**config.mk**
```make
export PLATFORM = sky130hd
export DESIGN_NAME = bcd_scan_counter
export DESIGN_NICKNAME = d
export VERILOG_FILES = /design/src/rtl/bcd_scan_counter.sv
export SDC_FILE = /design/constraint.sdc
export NUM_CORES = 1
export LEC_CHECK = 0
export CORE_MARGIN = 2
export CORE_UTILIZATION = 42
export DETAILED_ROUTE_END_ITERATION = 8
export PLACE_DENSITY = 0.74
export SLEW_MARGIN = 0
export SYNTH_ARGS = -nofsm -noshare
export SYNTH_HDL_FRONTEND = slang
export SYNTH_SLANG_ARGS = --single-unit
```
**constraint.sdc**
```tcl
create_clock -name clk -period 2.7 [get_ports clk]
set_clock_uncertainty 0.15 [all_clocks]
set_input_delay 0.81 -clock clk [delete_from_list [all_inputs] [get_ports clk]]
set_output_delay 0.81 -clock clk [all_outputs]
set_load 0.02 [all_outputs]
```
**src/rtl/bcd_scan_counter.sv**
```systemverilog
// NDIG-digit BCD up/down counter with a time-multiplexed digit scanner
// that feeds a 7-segment decoder and drives a one-hot digit-enable bus.
module bcd_scan_counter #(
  parameter int NDIG     = 4,
  parameter int SCAN_DIV = 1000
) (
  input  logic              clk,
  input  logic              rst,
  input  logic              en,
  input  logic              up,
  input  logic              load,
  input  logic              blank_lz,
  input  logic [4*NDIG-1:0] load_val,
  output logic [4*NDIG-1:0] cnt_bcd,
  output logic              carry,
  output logic [3:0]        bcd,
  output logic [NDIG-1:0]   dig_sel
);

  localparam int PW = $clog2(SCAN_DIV);
  localparam int IW = $clog2(NDIG);

  logic [4*NDIG-1:0] r_cnt;
  logic              r_carry;
  logic [PW-1:0]     r_pre;
  logic [IW-1:0]     r_idx;
  logic [3:0]        r_bcd;
  logic [NDIG-1:0]   r_dig_sel;

  logic [4*NDIG-1:0] w_cnt_nxt;
  logic              w_wrap;
  logic              w_rip;
  logic [3:0]        w_nib;
  logic [NDIG-1:0]   w_lz;
  logic [3:0]        w_dig;
  logic              w_blank;
  logic [3:0]        w_scan;
  logic              w_pre_wrap;

  // Next count: sanitised load, or a rippling BCD increment/decrement.
  always_comb begin
    w_cnt_nxt = r_cnt;
    w_wrap    = 1'b0;
    w_rip     = 1'b0;
    w_nib     = 4'd0;
    if (load) begin
      for (int i = 0; i < NDIG; i++) begin
        w_nib = load_val[4*i +: 4];
        w_cnt_nxt[4*i +: 4] = (w_nib > 4'd9) ? 4'd0 : w_nib;
      end
    end else if (en) begin
      w_rip = 1'b1;
      for (int i = 0; i < NDIG; i++) begin
        w_nib = r_cnt[4*i +: 4];
        if (w_rip) begin
          if (up) begin
            if (w_nib == 4'd9) begin
              w_cnt_nxt[4*i +: 4] = 4'd0;
            end else begin
              w_cnt_nxt[4*i +: 4] = w_nib + 4'd1;
              w_rip = 1'b0;
            end
          end else begin
            if (w_nib == 4'd0) begin
              w_cnt_nxt[4*i +: 4] = 4'd9;
            end else begin
              w_cnt_nxt[4*i +: 4] = w_nib - 4'd1;
              w_rip = 1'b0;
            end
          end
        end else begin
          w_cnt_nxt[4*i +: 4] = w_nib;
        end
      end
      w_wrap = w_rip;
    end else begin
      w_wrap = 1'b0;
    end
  end

  // w_lz[i] is set when digits i..NDIG-1 are all zero.
  always_comb begin
    w_lz = '0;
    w_lz[NDIG-1] = (r_cnt[4*NDIG-1 -: 4] == 4'd0);
    for (int i = NDIG - 2; i >= 0; i--) begin
      w_lz[i] = w_lz[i+1] & (r_cnt[4*i +: 4] == 4'd0);
    end
  end

  assign w_dig      = r_cnt[{r_idx, 2'b00} +: 4];
  assign w_blank    = blank_lz && (r_idx != IW'(0)) && w_lz[r_idx];
  assign w_scan     = w_blank ? 4'hF : w_dig;
  assign w_pre_wrap = (r_pre == PW'(SCAN_DIV - 1));

  // Counter state and registered wrap pulse.
  always_ff @(posedge clk or posedge rst) begin
    if (rst) begin
      r_cnt   <= '0;
      r_carry <= 1'b0;
    end else begin
      r_cnt   <= w_cnt_nxt;
      r_carry <= w_wrap;
    end
  end

  // Free-running prescaler and scan index.
  always_ff @(posedge clk or posedge rst) begin
    if (rst) begin
      r_pre <= '0;
      r_idx <= '0;
    end else if (w_pre_wrap) begin
      r_pre <= '0;
      r_idx <= (r_idx == IW'(NDIG - 1)) ? IW'(0) : r_idx + IW'(1);
    end else begin
      r_pre <= r_pre + PW'(1);
    end
  end

  // Scanned outputs, both updated on the same edge.
  always_ff @(posedge clk or posedge rst) begin
    if (rst) begin
      r_bcd     <= 4'h0;
      r_dig_sel <= NDIG'(1);
    end else begin
      r_bcd     <= w_scan;
      r_dig_sel <= NDIG'(1) << r_idx;
    end
  end

  assign cnt_bcd = r_cnt;
  assign carry   = r_carry;
  assign bcd     = r_bcd;
  assign dig_sel = r_dig_sel;

endmodule

```
Word-level counts from Yosys, hierarchy flattened. Cells that the tools add are included.

Bits in registers: 37. Output and inout port bits: 25.

Add/subtract/negate cells: 10. Order comparisons: 5. Equality and inequality tests: 6. Shift operators: 2. Muxes and demuxes: 49. Bitwise logic cells: 3. Reduce and logical (&&, ||, !) cells: 14.

Operators with widths (count): two-way mux 4 bit (20); two-way mux 16 bit (2); two-way mux 1 bit (24); adder 4 x 1 -> 4 bit, second input constant (4); == test 4 bit, second input constant (4); greater-than comparator 4 bit, second input constant (4); zero test 4 bit (4); variable part select 16 x 5 -> 4 bit (1); subtractor 4 x 1 -> 4 bit, second input constant (4); adder 10 x 1 -> 10 bit, second input constant (1); == test 10 bit, second input constant (1); two-way mux 10 bit (1); nonzero test 2 bit (5); AND reduction 2 bit (3); << shifter 1 x 2 -> 4 bit, first input constant (1); AND 1 bit (3); < comparator 2 x 3 -> 1 bit, second input constant (1); adder 2 x 1 -> 2 bit, second input constant (1); binary-select mux 1 bit (select 2 bit) (1); == test 2 bit, second input constant (1); logical AND 1 bit (2); two-way mux 2 bit (1).

Depth between registers and ports, before layout.
Word-level depth: 14. Depth in mapped cells: 8.

Worst setup path before layout. OpenSTA, ideal clock, no wires.

Path kind: in2reg. Start: in en. End: reg r_cnt[14], in the netlist cnt_bcd[14]. Arrival time: 2269 ps. Slack: 150 ps. Cell stages on the path: 7. Path buffers: 2. Path through: buf_4 > or3b_1 > buf_6 > a21o_1 > nor4b_4 > mux2i_1 > o21ai_1.

Word-level cells in the longest chain between the ends: 2.

Ends and longest elaborated chain: from (decl) (line 9) `input logic en,`; nonzero test 2 bit (no line); AND reduction 2 bit (no line); to (signal assigned) (line 101) `r_cnt <= w_cnt_nxt;`; to (decl) (line 23) `logic [4*NDIG-1:0] r_cnt;`.

Every way passes these cells. A chain may end at the register's enable or synchronous reset.

Worst setup path after layout.
Start: in en. End: reg r_cnt[15], in the netlist cnt_bcd[15].

Same word-level chain as after synthesis.

==> metrics.cfg <==
[run_status]
status = completed

[logic_synthesis]
syn_nets = 315
ys_ff_latch = 37
yosysMostFrequentCell = dfrtp_1
synth_top_area_share_pct = 35.8
yosysTopAreaCell = dfrtp_1
synthMuxAreaShare_pct = 6.77
synth_area_sq_mm = 0.00251
synth_warnings = 0
synth-compound-area-share_pct = 19.6
yosys.area_share.adder_pct = 2.49
avgSynthCellArea_sq_um = 8.73
ys_seq_area_share_pct = 36.9
synth_common_cells = dfrtp_1 (36), nor2_1 (25), clkbuf_1 (22), o21ai_0 (22), nand2_1 (19)
synth_edf_count = 0
ys_top_cells_by_area = dfrtp_1 (36%), o21ai_0 (4.4%), nor2_1 (3.7%)
synthDistinctLibCells = 53
ys_async_sr_fraction_pct = 100
synth_xor_area_share_pct = 4.53
synth_top_family_by_area = simple AND/OR/NAND/NOR gates
synth-simple-area-share_pct = 24.0
synthCells = 288
ys.flop_type = dfrtp_1

[power_and_ir_drop]
vdd_drop_max_uv = 252
power_mw = 1.66
p_leak_nw = 1.33
powerDensity_mw_per_mm2 = 506

[worst_setup_path]
required_ns = 2.73
crit_start = en
crit_chain = clkdlybuf4s50_1, or3b_4, a21o_1, nor4b_4, buf_4, mux2i_1, o21ai_1
cpMaxStageDelayCell = clkdlybuf4s50_1
crit_path_end_kind = flop
reg2reg_from = cnt_bcd[0]
cp_max_fo = 4
crit_type = input pin to flop
max_stage_delay_ns = 0.50
cp-start-kind = input pin
worstPathArrival_ns = 2.63

[timing]
worstMarginPinSlew_ns = 0.507
final_max_slew_viol_count = 0
hold_viol = 0
holdWs_ns = 0.321
min_period_ns = 2.59
tns_ns = 0
fmax_ghz = 0.386
slew_headroom_pct = 65.9
setup_ws_ns = 0.106
fin_crit_sh_pct = 96.1
rsz0062_at_grt = false
finalSetupViolations = 0

[finish]
nNetsFinal = 364
layout-drive-gt1-share_pct = 13.6
diodes = 0
finalInstanceArea_sq_mm = 0.00328
syn2layout_area_growth_pct = 30.4
fin_util_pct = 56.0
final_cells = 413

[routing]
wl_microns = 5740
vias_per_cell = 5.60
drt_first_pass_iters = 4
drc = 0
wl_per_cell_microns = 13.9
postRouteAntennaNets = 0
drt_iter0_markers = 142
vias = 2313

[global_routing]
track_usage_pct = 19.1
grt_remaining_overflow = 0
use_met2_pct = 30.5
use_met1_pct = 24.6
grt_first_pass_wirelength_microns = 9840
busiest_layer = met2
grt_pass1_vias = 2126
grt_max_degree = 38
antenna_found_initial = 0
grtUsageMet3_pct = 4.44

[place]
dp.cells = 405
hpwl_microns = 4050
io_buffer_count = 46
place_area_sq_mm = 0.00313
gp_congestion = 0.816
dpl_worst_slack_ns = -0.227

[die]
row_count = 28
core_area_sq_mm = 0.00585
die-area_sq_mm = 0.00662
ios = 47
die_h_microns = 81.4
initial_core_util_pct = 43.0
die_w_microns = 81.4

[clock_network]
clkTransAtPathRegs_ns = 0.08
insertion_delay_ns = 0.29
cts_buffers = 5
cts_root_buffer = clkbuf_8
post_cts_buffers = 0
ctsLongestPathBuffers = 2
cts_tree = yes
htreeDepth = 2
cts_sinks = 37

[min_path]
worstHoldStart = r_pre[0]
hold_class = flop to flop

[job]
maxCapViolations = 0

[registers in the layout, indices dropped and copies added (netlist names)]
name	cells
cnt_bcd	16
r_pre	10
bcd	4
dig_sel	4
r_idx	2
carry	1
[repair_timing]
item | 4_1_cts | 5_1_grt
hold buffers | 0 | 0
setup endpoints to repair | 0 | 6
resized for setup | 0 | 4
[layer usage]
metal | vias up | routed length [microns]
li1 | 1141 | -
met1 | 1106 | 2620
met2 | 55 | 2770
met3 | 11 | 249
met4 | 0 | 105
met5 | - | 0
[power breakdown]
part           total (mW)  internal (mW)  switching [mW]
registers           0.653          0.585          0.0671
clock network       0.572          0.367           0.205
logic               0.432          0.224           0.209
[worst paths after layout]
path / end / slack (ns) / cells past startpoint
worst max register to register: cnt_bcd[15] / 0.49 / 7
max in group asynchronous: dig_sel[0] / 1.27 / 3
worst max-delay path: cnt_bcd[15] / 0.11 / 7
worst min register to register: r_pre[0] / 0.32 / 1
worst min-delay path: r_pre[0] / 0.32 / 1
min in group asynchronous: r_pre[4] / 0.77 / 3
[logic make-up after synthesis]
family	Yosys count
AO/OA/AOI/OAI	77
XOR/XNOR	13
adder cells (fa/ha/maj)	5
buffers and inverters	33
flip-flops	37
multiplexers	12
AND/OR/NAND/NOR	111
[final cells by class]
cell class	instances	area, sq um
Multi-Input combinational cell	218	1460
Timing Repair Buffer	68	638
Clock inverter	3	65.1
Tap cell	75	93.8
Sequential cell	37	927
Fill cell	523	2570
Inverter	7	26.3
Clock buffer	5	68.8
[cell usage in the layout (no fill, tap or decap), drive strengths merged, types with 4 or more instances in the layout]
cell type      instances
clkdlybuf4s50         46
dfrtp                 36
o21ai                 30
nor2                  25
buf                   22
nand2                 19
nand3                 12
a21oi                 12
nor2b                 10
xnor2                 10
mux2i                  8
inv                    7
and3                   7
or2                    6
nand3b                 6
nor3                   5
ha                     5
clkbuf                 5
nor4                   5
mux4                   4
nor4b                  4
[critical path: cells and delay by family]
family,cells,cell delay [ns]
AO/OA/AOI/OAI,2,0.26
AND/OR/NAND/NOR,2,0.67
buffers and inverters,2,0.68
multiplexers,1,0.19
Power figures use the tool's default switching activity.
